### src/rtl/mem_port_arbiter_if.sv
// Signal bundle between the I/D requesters, the arbiter and the unified memory.
// The master modport is the arbiter's view; slave is the surrounding system.
interface mem_port_arbiter_if;
    logic        if_req;
    logic [31:0] if_addr;
    logic [31:0] if_rdata;
    logic        if_done;

    logic        d_read_req;
    logic        d_write_req;
    logic [31:0] d_addr;
    logic [31:0] d_wdata;
    logic [3:0]  d_byte_en;
    logic [31:0] d_rdata;
    logic        d_done;

    logic        m_req;
    logic        m_we;
    logic [31:0] m_addr;
    logic [31:0] m_wdata;
    logic [3:0]  m_byte_en;
    logic [31:0] m_rdata;
    logic        m_ack;

    logic        err;

    modport master (
        input  if_req, if_addr,
        output if_rdata, if_done,
        input  d_read_req, d_write_req, d_addr, d_wdata, d_byte_en,
        output d_rdata, d_done,
        output m_req, m_we, m_addr, m_wdata, m_byte_en,
        input  m_rdata, m_ack,
        output err
    );

    modport slave (
        output if_req, if_addr,
        input  if_rdata, if_done,
        output d_read_req, d_write_req, d_addr, d_wdata, d_byte_en,
        input  d_rdata, d_done,
        input  m_req, m_we, m_addr, m_wdata, m_byte_en,
        output m_rdata, m_ack,
        input  err
    );
endinterface

### src/rtl/mem_port_arbiter.sv
// Shares one variable-latency memory port between instruction fetch (I) and load/store (D).
// D has fixed priority, bounded by a starvation limit; a timeout aborts a hung memory access.
module mem_port_arbiter #(
    parameter int unsigned STARVE_LIMIT   = 4,
    parameter int unsigned TIMEOUT_CYCLES = 255
) (
    input logic                 clk,
    input logic                 rst,
    mem_port_arbiter_if.master  bus
);

    localparam logic [1:0] IDLE  = 2'd0;
    localparam logic [1:0] GNT_I = 2'd1;
    localparam logic [1:0] GNT_D = 2'd2;

    localparam logic [3:0] STARVE_MAX = 4'(STARVE_LIMIT);
    localparam bit         TMO_EN     = (TIMEOUT_CYCLES != 0);
    localparam logic [7:0] TMO_LAST   = TMO_EN ? 8'(TIMEOUT_CYCLES - 1) : 8'd0;

    logic [1:0]  state_q, state_d;
    logic [3:0]  starve_q, starve_d;
    logic [7:0]  tmo_q, tmo_d;
    logic        m_we_q, m_we_d;
    logic [31:0] m_addr_q, m_addr_d;
    logic [31:0] m_wdata_q, m_wdata_d;
    logic [3:0]  m_be_q, m_be_d;
    logic [31:0] if_rdata_q, if_rdata_d;
    logic [31:0] d_rdata_q, d_rdata_d;
    logic        err_q, err_d;

    logic d_any;
    logic grant_i;
    logic grant_d;
    logic in_gnt;
    logic tmo_hit;
    logic finish;
    logic i_fin;
    logic d_fin;

    always_comb begin
        d_any   = bus.d_read_req | bus.d_write_req;
        in_gnt  = (state_q != IDLE);
        grant_i = (state_q == IDLE) && bus.if_req && (!d_any || (starve_q == STARVE_MAX));
        grant_d = (state_q == IDLE) && !grant_i && d_any;
        // A same-cycle ack beats the timeout.
        tmo_hit = TMO_EN && in_gnt && !bus.m_ack && (tmo_q == TMO_LAST);
        finish  = in_gnt && (bus.m_ack || tmo_hit);
        i_fin   = finish && (state_q == GNT_I);
        d_fin   = finish && (state_q == GNT_D);
    end

    always_comb begin
        state_d    = state_q;
        starve_d   = starve_q;
        tmo_d      = tmo_q;
        m_we_d     = m_we_q;
        m_addr_d   = m_addr_q;
        m_wdata_d  = m_wdata_q;
        m_be_d     = m_be_q;
        if_rdata_d = if_rdata_q;
        d_rdata_d  = d_rdata_q;
        err_d      = err_q | tmo_hit;

        case (state_q)
            IDLE: begin
                tmo_d = 8'd0;
                if (grant_i) begin
                    state_d   = GNT_I;
                    starve_d  = 4'd0;
                    m_we_d    = 1'b0;
                    m_addr_d  = bus.if_addr;
                    m_wdata_d = 32'h0;
                    m_be_d    = 4'hF;
                end else if (grant_d) begin
                    state_d   = GNT_D;
                    // Read and write together decode as a write.
                    m_we_d    = bus.d_write_req;
                    m_addr_d  = bus.d_addr;
                    m_wdata_d = bus.d_wdata;
                    m_be_d    = bus.d_byte_en;
                    if (!bus.if_req) begin
                        starve_d = 4'd0;
                    end else if (starve_q != STARVE_MAX) begin
                        starve_d = starve_q + 4'd1;
                    end
                end else if (!bus.if_req) begin
                    starve_d = 4'd0;
                end
            end
            GNT_I, GNT_D: begin
                if (tmo_q != 8'hFF) begin
                    tmo_d = tmo_q + 8'd1;
                end
                if (finish) begin
                    state_d = IDLE;
                end
                if (i_fin) begin
                    if_rdata_d = bus.m_ack ? bus.m_rdata : 32'h0;
                end
                if (d_fin) begin
                    if (!bus.m_ack) begin
                        d_rdata_d = 32'h0;
                    end else if (!m_we_q) begin
                        d_rdata_d = bus.m_rdata;
                    end
                end
            end
            default: begin
                state_d = IDLE;
            end
        endcase
    end

    always_ff @(posedge clk) begin
        if (rst) begin
            state_q    <= IDLE;
            starve_q   <= 4'd0;
            tmo_q      <= 8'd0;
            m_we_q     <= 1'b0;
            m_addr_q   <= 32'h0;
            m_wdata_q  <= 32'h0;
            m_be_q     <= 4'h0;
            if_rdata_q <= 32'h0;
            d_rdata_q  <= 32'h0;
            err_q      <= 1'b0;
        end else begin
            state_q    <= state_d;
            starve_q   <= starve_d;
            tmo_q      <= tmo_d;
            m_we_q     <= m_we_d;
            m_addr_q   <= m_addr_d;
            m_wdata_q  <= m_wdata_d;
            m_be_q     <= m_be_d;
            if_rdata_q <= if_rdata_d;
            d_rdata_q  <= d_rdata_d;
            err_q      <= err_d;
        end
    end

    // Read data is the next-state value, so it shows m_rdata in the completion cycle.
    assign bus.if_rdata  = if_rdata_d;
    assign bus.d_rdata   = d_rdata_d;
    assign bus.if_done   = i_fin;
    assign bus.d_done    = d_fin;
    assign bus.m_req     = in_gnt;
    assign bus.m_we      = m_we_q;
    assign bus.m_addr    = m_addr_q;
    assign bus.m_wdata   = m_wdata_q;
    assign bus.m_byte_en = m_be_q;
    assign bus.err       = err_q;

endmodule

### src/flat_wrapper.sv
// flat-port wrapper written by rule: the top's interface ports become plain ports
module mem_port_arbiter_flat 
#(
    parameter int unsigned STARVE_LIMIT   = 4,
    parameter int unsigned TIMEOUT_CYCLES = 255
)
  (clk, rst, bus_if_req, bus_if_addr, bus_if_rdata, bus_if_done, bus_d_read_req, bus_d_write_req, bus_d_addr, bus_d_wdata, bus_d_byte_en, bus_d_rdata, bus_d_done, bus_m_req, bus_m_we, bus_m_addr, bus_m_wdata, bus_m_byte_en, bus_m_rdata, bus_m_ack, bus_err);
  mem_port_arbiter_if bus_i ();
  input logic clk;
  input logic rst;
  input wire logic [$bits(bus_i.if_req)-1:0] bus_if_req;
  input wire logic [$bits(bus_i.if_addr)-1:0] bus_if_addr;
  output wire logic [$bits(bus_i.if_rdata)-1:0] bus_if_rdata;
  output wire logic [$bits(bus_i.if_done)-1:0] bus_if_done;
  input wire logic [$bits(bus_i.d_read_req)-1:0] bus_d_read_req;
  input wire logic [$bits(bus_i.d_write_req)-1:0] bus_d_write_req;
  input wire logic [$bits(bus_i.d_addr)-1:0] bus_d_addr;
  input wire logic [$bits(bus_i.d_wdata)-1:0] bus_d_wdata;
  input wire logic [$bits(bus_i.d_byte_en)-1:0] bus_d_byte_en;
  output wire logic [$bits(bus_i.d_rdata)-1:0] bus_d_rdata;
  output wire logic [$bits(bus_i.d_done)-1:0] bus_d_done;
  output wire logic [$bits(bus_i.m_req)-1:0] bus_m_req;
  output wire logic [$bits(bus_i.m_we)-1:0] bus_m_we;
  output wire logic [$bits(bus_i.m_addr)-1:0] bus_m_addr;
  output wire logic [$bits(bus_i.m_wdata)-1:0] bus_m_wdata;
  output wire logic [$bits(bus_i.m_byte_en)-1:0] bus_m_byte_en;
  input wire logic [$bits(bus_i.m_rdata)-1:0] bus_m_rdata;
  input wire logic [$bits(bus_i.m_ack)-1:0] bus_m_ack;
  output wire logic [$bits(bus_i.err)-1:0] bus_err;
  assign bus_i.if_req = bus_if_req;
  assign bus_i.if_addr = bus_if_addr;
  assign bus_if_rdata = bus_i.if_rdata;
  assign bus_if_done = bus_i.if_done;
  assign bus_i.d_read_req = bus_d_read_req;
  assign bus_i.d_write_req = bus_d_write_req;
  assign bus_i.d_addr = bus_d_addr;
  assign bus_i.d_wdata = bus_d_wdata;
  assign bus_i.d_byte_en = bus_d_byte_en;
  assign bus_d_rdata = bus_i.d_rdata;
  assign bus_d_done = bus_i.d_done;
  assign bus_m_req = bus_i.m_req;
  assign bus_m_we = bus_i.m_we;
  assign bus_m_addr = bus_i.m_addr;
  assign bus_m_wdata = bus_i.m_wdata;
  assign bus_m_byte_en = bus_i.m_byte_en;
  assign bus_i.m_rdata = bus_m_rdata;
  assign bus_i.m_ack = bus_m_ack;
  assign bus_err = bus_i.err;
  mem_port_arbiter #(.STARVE_LIMIT(STARVE_LIMIT), .TIMEOUT_CYCLES(TIMEOUT_CYCLES)) u_core (.clk(clk), .rst(rst), .bus(bus_i));
endmodule
### config.mk
export PLATFORM = sky130hd
export DESIGN_NAME = mem_port_arbiter_flat
export DESIGN_NICKNAME = d
export VERILOG_FILES = /design/src/rtl/mem_port_arbiter_if.sv /design/src/rtl/mem_port_arbiter.sv /design/src/flat_wrapper.sv
export SDC_FILE = /design/constraint.sdc
export NUM_CORES = 1
export LEC_CHECK = 0
export CORE_MARGIN = 3
export CORE_UTILIZATION = 46
export CTS_CLUSTER_DIAMETER = 100
export DETAILED_ROUTE_END_ITERATION = 12
export PLACE_DENSITY = 0.9
export SYNTH_ARGS = -nofsm -noshare
export SYNTH_HDL_FRONTEND = slang
export SYNTH_SLANG_ARGS = --single-unit
### constraint.sdc
create_clock -name clk -period 3.09 [get_ports clk]
set_input_delay 0.4635 -clock clk [delete_from_list [all_inputs] [get_ports clk]]
set_output_delay 0.4635 -clock clk [all_outputs]
set_load 0.02 [all_outputs]
Word-level counts from Yosys, hierarchy flattened
Index checks and enable logic that the tools add are counted.
{"block": "word_totals", "reg_bits": 148, "inputBits": 138}
{"block": "op_classes", "n_mux": 26, "n_addsub": 2, "n_reduce_logical": 23, "eq_ne": 11, "bitwise_logic": 2}
{"cell": "32-bit two-way mux", "count": 11}
{"cell": "4-bit two-way mux", "count": 7}
{"cell": "8-bit case mux with 2 select lines", "count": 1}
{"cell": "1-bit logical AND", "count": 9}
{"cell": "3-bit by 1-bit != test with 1-bit output, second input constant", "count": 3}
{"cell": "8-bit by 1-bit adder with 8-bit output, second input constant", "count": 1}
{"cell": "8-bit equality test, second input constant", "count": 1}
{"cell": "8-bit two-way mux", "count": 1}
{"cell": "8-bit != test, second input constant", "count": 1}
{"cell": "2-bit two-way mux", "count": 3}
{"cell": "2-bit AND reduction", "count": 3}
{"cell": "2-bit nonzero test", "count": 3}
{"cell": "4-bit by 1-bit adder with 4-bit output, second input constant", "count": 1}
{"cell": "4-bit by 3-bit equality test with 1-bit output, second input constant", "count": 1}
{"cell": "2-bit by 1-bit != test with 1-bit output, second input constant", "count": 2}
{"cell": "4-bit by 3-bit != test with 1-bit output, second input constant", "count": 1}
{"cell": "2-bit case mux with 2 select lines", "count": 1}
{"cell": "1-bit logical NOT", "count": 3}
{"cell": "3-bit AND reduction", "count": 1}
{"cell": "2-bit by 1-bit equality test with 1-bit output, second input constant", "count": 1}
{"cell": "2-bit equality test, second input constant", "count": 1}
{"cell": "2-bit logical NOT", "count": 1}
{"cell": "1-bit logical OR", "count": 2}
{"cell": "1-bit two-way mux", "count": 2}
{"cell": "2 further kinds", "count": 3}

Longest topological paths before layout
{"block": "depth", "depth_word": 10, "ltp_mapped": 10}

Least setup slack after synthesis
Ideal clock, no wire load.
{"block": "synth_path", "path_type": "register -> output", "from": "register u_core.state_q[1]", "to": "output port bus_d_rdata[10]", "path_stages_with_launch": 9, "path_slack_ps": 846, "arrival_time_ps": 1781, "n_path_buf": 3, "path_cell_list": "dfxtp_1 > inv_1 > ha_1 > buf_6 > nor2b_4 > and3_1 > buf_2 > clkbuf_1 > a22o_1"}
{"block": "synth_between", "elab_chain_len": 8, "elab_cells_between_ends": 11}
{"item": "start, declared", "line_no": "mem_port_arbiter.sv:20", "rtl": "logic [1:0] state_q, state_d;"}
{"item": "start signal, assigned", "line_no": "mem_port_arbiter.sv:127", "rtl": "state_q <= state_d;"}
{"item": "2-bit nonzero test", "line_no": "mem_port_arbiter.sv:42", "rtl": "in_gnt = (state_q != IDLE);"}
{"item": "1-bit logical AND (2 in series)", "line_no": "mem_port_arbiter.sv:46", "rtl": "tmo_hit = TMO_EN && in_gnt && !bus.m_ack && (tmo_q == TMO_LAST);"}
{"item": "1-bit logical OR", "line_no": "mem_port_arbiter.sv:47", "rtl": "finish = in_gnt && (bus.m_ack || tmo_hit);"}
{"item": "1-bit logical AND", "line_no": "mem_port_arbiter.sv:47"}
{"item": "1-bit logical AND", "line_no": "mem_port_arbiter.sv:49", "rtl": "d_fin = finish && (state_q == GNT_D);"}
{"item": "32-bit two-way mux", "line_no": "mem_port_arbiter.sv:100", "rtl": "if (d_fin) begin"}
{"item": "32-bit two-way mux *", "line_no": "mem_port_arbiter.sv:64", "rtl": "case (state_q)"}
{"item": "end, declared", "line_no": "flat_wrapper.sv:20", "rtl": "output wire logic [$bits(bus_i.d_rdata)-1:0] bus_d_rdata;"}
Mark *: on every way between the ends. The rest lies on a longest branch, timed or not.

Final worst setup path
{"block": "layout_path", "from": "register u_core.tmo_q[0]", "to": "output port bus_d_done"}
{"block": "layout_between", "elab_chain_len": 5}
{"item": "start, declared", "line_no": "mem_port_arbiter.sv:22", "rtl": "logic [7:0] tmo_q, tmo_d;"}
{"item": "start signal, assigned", "line_no": "mem_port_arbiter.sv:129", "rtl": "tmo_q <= tmo_d;"}
{"item": "8-bit equality test", "line_no": "mem_port_arbiter.sv:46"}
{"item": "1-bit logical AND", "line_no": "mem_port_arbiter.sv:46"}
{"item": "1-bit logical OR", "line_no": "mem_port_arbiter.sv:47"}
{"item": "1-bit logical AND", "line_no": "mem_port_arbiter.sv:47"}
{"item": "1-bit logical AND", "line_no": "mem_port_arbiter.sv:49"}
{"item": "end, declared", "line_no": "flat_wrapper.sv:21", "rtl": "output wire logic [$bits(bus_i.d_done)-1:0] bus_d_done;"}
Every way passes these cells.

==> reports/metrics.yaml <==
worst_setup_path:
  slowest_delay_ns: 0.64
  crit_fanout: 6
  path_buf_inv: 3
  worst_setup_path_end_kind: "output port"
  cp.arrival_ns: 2.43
  path_class: "reg2out"
  crit_path_cell_trace: "inv_1 > ha_1 > nand4_1 > o21bai_2 > buf_4 > and3_1 > clkdlybuf4s50_1"
  critical-path-top-delay-family: "buffers and inverters"
  startpoint_type: "flip-flop"
  slowest_stage: "clkdlybuf4s50_1"
  crit_required_ns: 2.63
yosys:
  synth_compound_area_share_pct: 30.1
  synth_cells: 693
  yosysTopAreaCellShare_pct: 45.1
  synth_top_area_cell: "dfxtp_1"
  synth.area.mux_share_pct: 0.153
  ys_ff_latch: 148
  yosysWarnings: 0
  synthAdderAreaFrac_pct: 1.53
  synth-seq-area-share_pct: 45.1
  synthDistinctLibCells: 50
  synthTopCellsByArea: "dfxtp_1 (45%), a22o_1 (17%), nand2_1 (6.0%)"
  synth_top_family_by_area: "compound AO/OA/AOI/OAI gates"
  synth_edf_count: 0
  syn_nets: 839
  async_reset_ff_share_pct: 0
  syn_area_um2: 6560
  synthSimpleGateAreaFrac_pct: 16.5
  syn_area_per_cell_um2: 9.47
  ys_dominant_reg_cell: "dfxtp_1"
  synthXorXnorAreaFrac_pct: 0
timing:
  rsz0062_at_grt: "false"
  drv_slew: 0
  clock.fmax_mhz: 345
  worst_clock_skew_ns: 0.00938
  setup-tns-final_ns: 0
  worst_slack_ns: 0.195
  fin_crit_sh_pct: 93.7
  setup_violations: 0
  finalHoldViolCount: 0
  period_needed_ns: 2.89
  worst_pin_slew_ns: 1.15
  relSlewSlack_pct: 23.6
cts:
  clock_sinks: 148
  cts_made_buffers: 17
  clock-root-buffer: "clkbuf_16"
  insertion_delay_ns: 0.42
  htree_levels: 4
  clock_path_buffers: 2
  clk_pin_slew_worst_paths_ns: 0.06
  cts_tree: "yes"
placement:
  place_hpwl_um: 14200
  place_area_um2: 9390
  dp_slack_ns: 0.126
  gp_congestion: 0.842
  numPortBuffers: 274
drt:
  vias: 6404
  antenna_left: 0
  viasPerCell: 5.65
  wl_um: 20300
  routedWlPerCell_um: 17.9
  drt_iter0_markers: 360
  drc_errors: 0
  first_pass_iters: 5
global_route:
  antenna_found_initial: 0
  grt_max_degree: 87
  track_usage_pct: 24.7
  grt_pass1_vias: 6239
  grt_pass1_wl_um: 31700
  grt-ovfl-total: 0
finish:
  layout.nets: 1088
  drive_above_1_share_pct: 10.9
  final_cell_area_um2: 10200
  antenna_cells: 0
  fillers: 971
  synthToLayoutAreaGrowth_pct: 54.7
floorplanning:
  rows: 43
  die_area_um2: 15700
  die_h_um: 125
  die_w_um: 125
  core_region_area_um2: 13900
  pin_count: 275
  initial_core_util_pct: 47.1
power:
  p_leak_uw: 0.00490
  ir_worst_vdd_v: 0.000424
  cellPowerDensity_nw_per_um2: 719
hold_path:
  hold_class: "in2reg"
job:
  cap_violations: 0
outcome:
  status: "finished clean"
cell families (layout without fill, tap and decap cells):
| group | Yosys count | in the layout |
|---|---|---|
| AO/OA/AOI/OAI | 229 | 229 |
| buffers and inverters | 75 | 336 |
| multiplexers | 1 | 1 |
| adder cells (fa/ha/maj) | 8 | 8 |
| AND/OR/NAND/NOR | 232 | 232 |
| flip-flops | 148 | 148 |
registers in the layout, summed over array words and instances, names as in the netlist:
name	flops
u_core.d_rdata_q	32
u_core.bus.m_wdata	32
u_core.bus.err	1
u_core.bus.m_we	1
u_core.state_q	2
u_core.bus.m_addr	32
u_core.if_rdata_q	32
u_core.bus.m_byte_en	4
u_core.tmo_q	8
u_core.starve_q	4
power breakdown:
part / leakage, uW / switching, uW / internal, uW / total, uW
Clock: 0.000286 / 789 / 1290 / 2080
Combinational: 0.00340 / 1570 / 1220 / 2800
Sequential: 0.00121 / 188 / 2240 / 2430
metal layers:
layer	GRT usage [%]	part of all wire, %	up-vias
met1	27.1	38	3010
met3	9.95	8.7	42
met2	42.2	50	287
met5	0	0	-
li1	-	-	3065
met4	10.7	3.4	0
synth_stat cells, drive strengths merged (2+ instances only):
| cell type | number |
|---|---|
| and2b | 2 |
| nand4 | 4 |
| o211ai | 3 |
| dfxtp | 148 |
| nor3 | 15 |
| o21ai | 4 |
| o31ai | 2 |
| and3 | 8 |
| a41oi | 2 |
| nand2b | 3 |
| buf | 54 |
| nand3 | 39 |
| inv | 9 |
| nor2b | 5 |
| o41ai | 2 |
| ha | 8 |
| or3 | 3 |
| nor2 | 42 |
| clkbuf | 12 |
| a21oi | 42 |
| a31oi | 3 |
| a22o | 126 |
| a311oi | 34 |
| o21bai | 3 |
| nand2 | 105 |
final cells by class:
| type | count | area (um2) | area share [%] |
|---|---|---|---|
| clock buffer | 19 | 443 | 4.36 |
| clock inverter | 12 | 154 | 1.52 |
| inverter | 9 | 33.8 | 0.333 |
| multi-input combinational | 470 | 3210 | 31.6 |
| sequential | 148 | 2960 | 29.2 |
| tap | 180 | 225 | 2.22 |
| timing repair buffer | 296 | 3130 | 30.8 |
final timing paths:
kind                          start  depth (start not counted)  slack [ns]                     end
max reg2reg       u_core.state_q[1]                          7        0.47    u_core.d_rdata_q[16]
min reg2reg  u_core.bus.m_wdata[23]                          2        0.45  u_core.bus.m_wdata[23]
min                             rst                          2        0.24    u_core.d_rdata_q[31]
max                 u_core.tmo_q[0]                          7        0.20              bus_d_done
metrics by stage:
step                instances  util (%)  power, uW  hold slack, ns
global placement         1101      67.4       5220           0.438
floorplan                 693         -       4170           0.443
CTS                      1133      71.7       7370           0.210
finish                   1134      72.9       7310           0.236
detailed placement       1101      67.4       5270           0.444
global route             1134      72.9       7670           0.211
timing repair:
action,CTS,global route
setup endpoints to repair,30,61
setup buffers,1,1
resized for setup,4,62
pin swaps,1,1
hold buffers,0,0
placed cells by master (no fill, tap or decap), types with 10 or more instances in the layout:
cell / instances
nand2_1: 105
nand3_1: 38
a22o_1: 126
buf_4: 17
dlymetal6s2s_1: 60
nor2_2: 11
clkdlybuf4s50_1: 209
a311oi_2: 24
dfxtp_1: 147
clkbuf_16: 17
nor2_1: 31
nor3_1: 13
a21oi_1: 42
a311oi_1: 10
No activity file was read; power rests on OpenSTA's default activity.
==> edit 1 (same settings) <==
Reset style: asynchronous (`rst`), changed in one clocked block.
--- a/src/rtl/mem_port_arbiter.sv
+++ b/src/rtl/mem_port_arbiter.sv
@@ -112,5 +112,5 @@
     end
 
-    always_ff @(posedge clk) begin
+    always_ff @(posedge clk or posedge rst) begin
         if (rst) begin
             state_q    <= IDLE;
Function: differs if rst is asserted again (counterexample within 4 cycles, from zero or initial values and one cycle with rst high); with rst held inactive, the same outputs for 4 cycles.
==> edit 1 against the original RTL <==
  * Wire length fell by 0.37%
  * Register-to-register slack improved by 0.21 ns
  * Combinational power increased by 81%
  * Total power is 45% higher
  * Synthesized area is 5.9% lower
  * Non-clock buffer count did not move
  * Clock power rose by 7%
  * Synthesized cell count down 22%
  * Maximum frequency fell by 4.6%
  * Cell area shrank 4.8%
  * Global-route usage increased by 2.0 points
  * Sequential cell count unchanged
  * Worst setup slack got worse by 0.14 ns
  * Critical endpoint is now bus_d_rdata[28]
  * Largest power group unchanged
==> edit 1: results (changes against the original RTL) <==
** Route
- Routed wire length on met3 :: 2110 um (was 1770 um)
- The count of routing violations after the opening detailed-route iteration is 432 (was 360).
- Detailed-route via count :: 5570 (was 6404)
- The vias per cell came to 5.56 (was 5.65).
- Routed met1 length :: 7280 um (was 7760 um)
- Detailed Route WL :: 20300 um (about the same)
- The number of iterations in the first detailed-routing pass is 7 (was 5).
- Wire length on met2 :: 10400 um (was 10100 um)

** Synthesis
- The net count after synthesis was 684 (was 839).
- Main area contributors after synthesis :: dfrtp_1, a22o_1, nand2_1 (was dfxtp_1, a22o_1, nand2_1)
- Post-synth top cells: dfrtp_1, nand2_1, a22o_1 (was dfxtp_1, a22o_1, nand2_1).
- The area of the mapped netlist is 0.00618 mm2 (was 0.00656 mm2).
- The adder and majority cell fraction of the synthesized area is 1.62% (was 1.53%).
- The compound-gate portion of the synthesized area is 18.8% (was 30.1%).
- Post-Synthesis Cells :: 538 (was 693)
- Number of different library cells in the post-synthesis netlist :: 43 (was 50)
- The share of flip-flops with an asynchronous set or reset after synthesis was 100% (was 0%).

** Final layout
- Clk tree area frac :: 6.54% (was 5.88%)
- The multi-input gate share of the layout cell area was 23.6% (was 31.6%).
- Non-clock inverter count in the final layout :: 11 (was 9)
- The net total in the final layout was 964 (was 1088).
- Multi-input gates :: 344 (was 470)
- Non-clock buffering overhead :: 28.8% (was 30.8%)
- Fill cell total of the finished layout :: 789 (was 971)
- The area taken by multi-input logic gates came to 0.00228 mm2 (was 0.00321 mm2).
- The sequential share of cell area was 38.3% (was 29.2%).
- Share of post-route cells with drive strength above 1 :: 14.8% (was 10.9%)
- Sequential cell count of the final layout :: 148 (unchanged)

** Global routing
- Pin count of the biggest net entering global routing :: 122 (was 87)
- GRT Util Overall :: 26.8% (was 24.7%)
- Met1 Track Usage GR :: 30.6% (was 27.1%)
- Via count of the first global-routing pass :: 5785 (was 6239)
- The met3 track utilization from global routing was 9.98% (was 9.95%).
- Wire length of the first global-routing pass :: 30600 um (was 31700 um)

** Worst setup path
- The delay of the slowest cell on the worst path is 0.35 ns (was 0.64 ns).
- The launching instance or port of the critical path is u_core.state_q[0]$_DFFE_PP0P_ (was u_core.tmo_q[0]$_SDFFE_PP0P_).
- Slowest cell on the critical path :: dfrtp_1 (was clkdlybuf4s50_1)
- Family with the most delay on the worst path :: compound AO/OA/AOI/OAI gates (was buffers and inverters)
- The highest net fanout along the worst path came to 4 (was 6).

** Clock tree
- Clock transition time at the flip-flop clock pins of the worst setup and hold paths :: 0.06 ns (about the same)

** Power
- Switching power as a share of total power :: 39.6% (was 34.9%)
- Highest ir drop seen on vdd :: 0.000663 V (was 0.000424 V)
- The leakage power figure is 4.27 nW (was 4.90 nW).

** Placed design
- Placed wire-length estimate :: 13700 um (was 14200 um)
- Routability-driven placement congestion ratio :: 0.819 (was 0.842)
- Area post-placement :: 0.00907 mm2 (was 0.00939 mm2)
- Dpl ws :: 0.0927 ns (was 0.126 ns)

** STA
- The setup skew after layout is 0.00863 ns (was 0.00938 ns).

** Worst hold path
- Type of the worst min-delay path :: reg -> reg (was in -> reg)

** Outcome
- Run status: finished, final reports clean (unchanged).
edit 1: changes by cell type after synthesis, moves of 32 or more:
cell,delta
dfrtp_1,+148
dfxtp_1,-148
a21oi_1,-37
mux2i_1,+32
a22o_1,-62
o21ai_0,+35
o21ai_1,+32
edit 1: timing repair:
item / in CTS / in global routing
endpoints found under the setup margin: 64 / 65
gates cloned: 1 / 3
setup buffers: 8 / 1
pin swaps: 7 / 13
gates resized for setup: 206 / 36
edit 1: path summary, 6_finish.rpt:
check / end / slack [ns] / cells after the start
setup / recovery: bus_d_rdata[28] / 0.06 / 8
hold / removal: u_core.bus.m_wdata[28]$_DFFE_PP0P_ / 0.48 / 2
setup reg to reg: u_core.bus.m_wdata[25]$_DFFE_PP0P_ / 0.68 / 6
hold reg to reg: u_core.bus.m_wdata[28]$_DFFE_PP0P_ / 0.48 / 2
max in group asynchronous: u_core.if_rdata_q[1]$_DFF_PP0_ / 1.96 / 3
min in group asynchronous: u_core.d_rdata_q[31]$_DFF_PP0_ / 0.56 / 3
==> edit 2 (same flow settings) <==
Made on the original files. `TIMEOUT_CYCLES` is set to 255 in 2 places; all go to 127.
--- a/src/rtl/mem_port_arbiter.sv
+++ b/src/rtl/mem_port_arbiter.sv
@@ -3,5 +3,5 @@
 module mem_port_arbiter #(
     parameter int unsigned STARVE_LIMIT   = 4,
-    parameter int unsigned TIMEOUT_CYCLES = 255
+    parameter int unsigned TIMEOUT_CYCLES = 127
 ) (
     input logic                 clk,
--- a/src/flat_wrapper.sv
+++ b/src/flat_wrapper.sv
@@ -3,5 +3,5 @@
 #(
     parameter int unsigned STARVE_LIMIT   = 4,
-    parameter int unsigned TIMEOUT_CYCLES = 255
+    parameter int unsigned TIMEOUT_CYCLES = 127
 )
   (clk, rst, bus_if_req, bus_if_addr, bus_if_rdata, bus_if_done, bus_d_read_req, bus_d_write_req, bus_d_addr, bus_d_wdata, bus_d_byte_en, bus_d_rdata, bus_d_done, bus_m_req, bus_m_we, bus_m_addr, bus_m_wdata, bus_m_byte_en, bus_m_rdata, bus_m_ack, bus_err);
Formal check against the unedited RTL: no difference found for any inputs over 4 cycles, from zero or initial values and one cycle with rst high; that may be too few to reach the edited logic, so the function may still have changed.
==> edit 2 against the original RTL <==
  * Wire length is 12% higher
  * Cell area is 3.4% higher
  * Worst setup slack worse by 0.037 ns
  * Synthesized area is 5.8% higher
  * Total power is 5.2% lower
  * Sequential cell count stayed put
  * Sequential share of layout area is 0.96 points lower
  * Count of clock-buffer cells in the layout is 2 higher
==> edit 2: results (changes against the original RTL) <==
** Outcome
- Run status :: finished, final reports clean (unchanged)

** Placed design
- The standard cell area after detailed placement is 0.00981 mm2 (was 0.00939 mm2).
- The minimum setup slack after placement came to 0.230 ns (was 0.126 ns).
- Placed wire-length estimate :: 15500 um (was 14200 um)
- Routability-driven placement congestion ratio :: 0.884 (was 0.842)

** Route
- The count of routing violations after the opening detailed-route iteration is 829 (was 360).
- Routed wire length on met3 :: 2180 um (was 1770 um)
- The vias per cell was 5.76 (was 5.65).
- The wire length on met1 was 8720 um (was 7760 um).
- The met2 wire length came to 11300 um (was 10100 um).

** Worst setup path
- Slowest cell on the critical path :: dfxtp_1 (was clkdlybuf4s50_1)
- The slack of the worst reg-to-reg path is 0.67 ns (was 0.47 ns).
- Maximum net fanout on the critical path :: 7 (was 6)
- The endpoint of the worst register-to-register path was u_core.bus.m_addr[30]$_SDFFE_PP0P_ (was u_core.d_rdata_q[16]$_SDFF_PP0_).
- Last element of the critical path :: bus_if_rdata[27] (was bus_d_done)
- The delay of the slowest cell on the worst path is 0.39 ns (was 0.64 ns).

** Synthesis
- The adder and majority cell fraction of the synthesized area is 1.44% (was 1.53%).
- Sequential-to-total area share from yosys stat :: 42.7% (was 45.1%)
- Number of different library cells in the post-synthesis netlist :: 52 (was 50)
- Main area contributors after synthesis: dfxtp_1, nand3_1, nand2_1 (was dfxtp_1, a22o_1, nand2_1).
- Complex-gate fraction of the synthesized area :: 25.3% (was 30.1%)
- Post-synth net total :: 1002 (was 839)
- Mean post-synth cell area :: 8.11 um2 (was 9.47 um2)
- The share of synthesized area spent on multiplexers came to 0% (was 0.153%).
- Post-synth top cells: nand2_1, dfxtp_1, nand3_1 (was dfxtp_1, a22o_1, nand2_1).

** Clock tree
- Post-CTS repair timing setup buffer count :: 7 (was 1)
- Gates resized, CTS repair :: 36 (was 4)

** Final layout
- Fill cell total of the finished layout :: 1081 (was 971)
- Share of post-route cells with drive strength above 1 :: 9.77% (was 10.9%)
- The net total in the final layout is 1249 (was 1088).

** Global routing
- The met3 track utilization from global routing is 8.55% (was 9.95%).
- The met2 demand-to-capacity share in global routing came to 44.3% (was 42.2%).
- Met1 Track Usage GR :: 31.6% (was 27.1%)
- Pin count of the biggest net entering global routing :: 59 (was 87)

** STA
- Actual transition at the worst max-transition pin :: 0.984 ns (was 1.15 ns)
- The maximum operating frequency was 341 MHz (was 345 MHz).
- WHS :: 0.449 ns (was 0.236 ns)

** Power
- The leakage power figure is 4.76 nW (was 4.90 nW).
[edit 2: cell count changes in the layout (fill, tap and decap cells not counted), sizes merged, moves of 14 or more]
cell / before / now
a21oi: 42 / 76
a22o: 126 / 0
a31oi: 3 / 32
buf: 23 / 37
dlygate4sd2: 4 / 35
dlymetal6s2s: 60 / 30
nand2: 105 / 170
nand3: 39 / 135
nor3: 15 / 1
o21ai: 4 / 42
o311ai: 0 / 31
[edit 2: where the power goes]
group	total (mW)	internal (mW)	switching, mW
registers	2.35	2.20	0.151
clock network	2.05	1.23	0.819
logic	2.53	1.12	1.41
total	6.93	4.55	2.38
[edit 2: layout make-up]
class	count	area [um2]	area share (%)
Clock buffer	21	460	4.39
Clock inverter	11	125	1.19
Inverter	8	30.0	0.286
Multi-Input combinational cell	619	3580	34.1
Sequential cell	148	2960	28.2
Tap cell	184	230	2.19
Timing Repair Buffer	309	3110	29.6
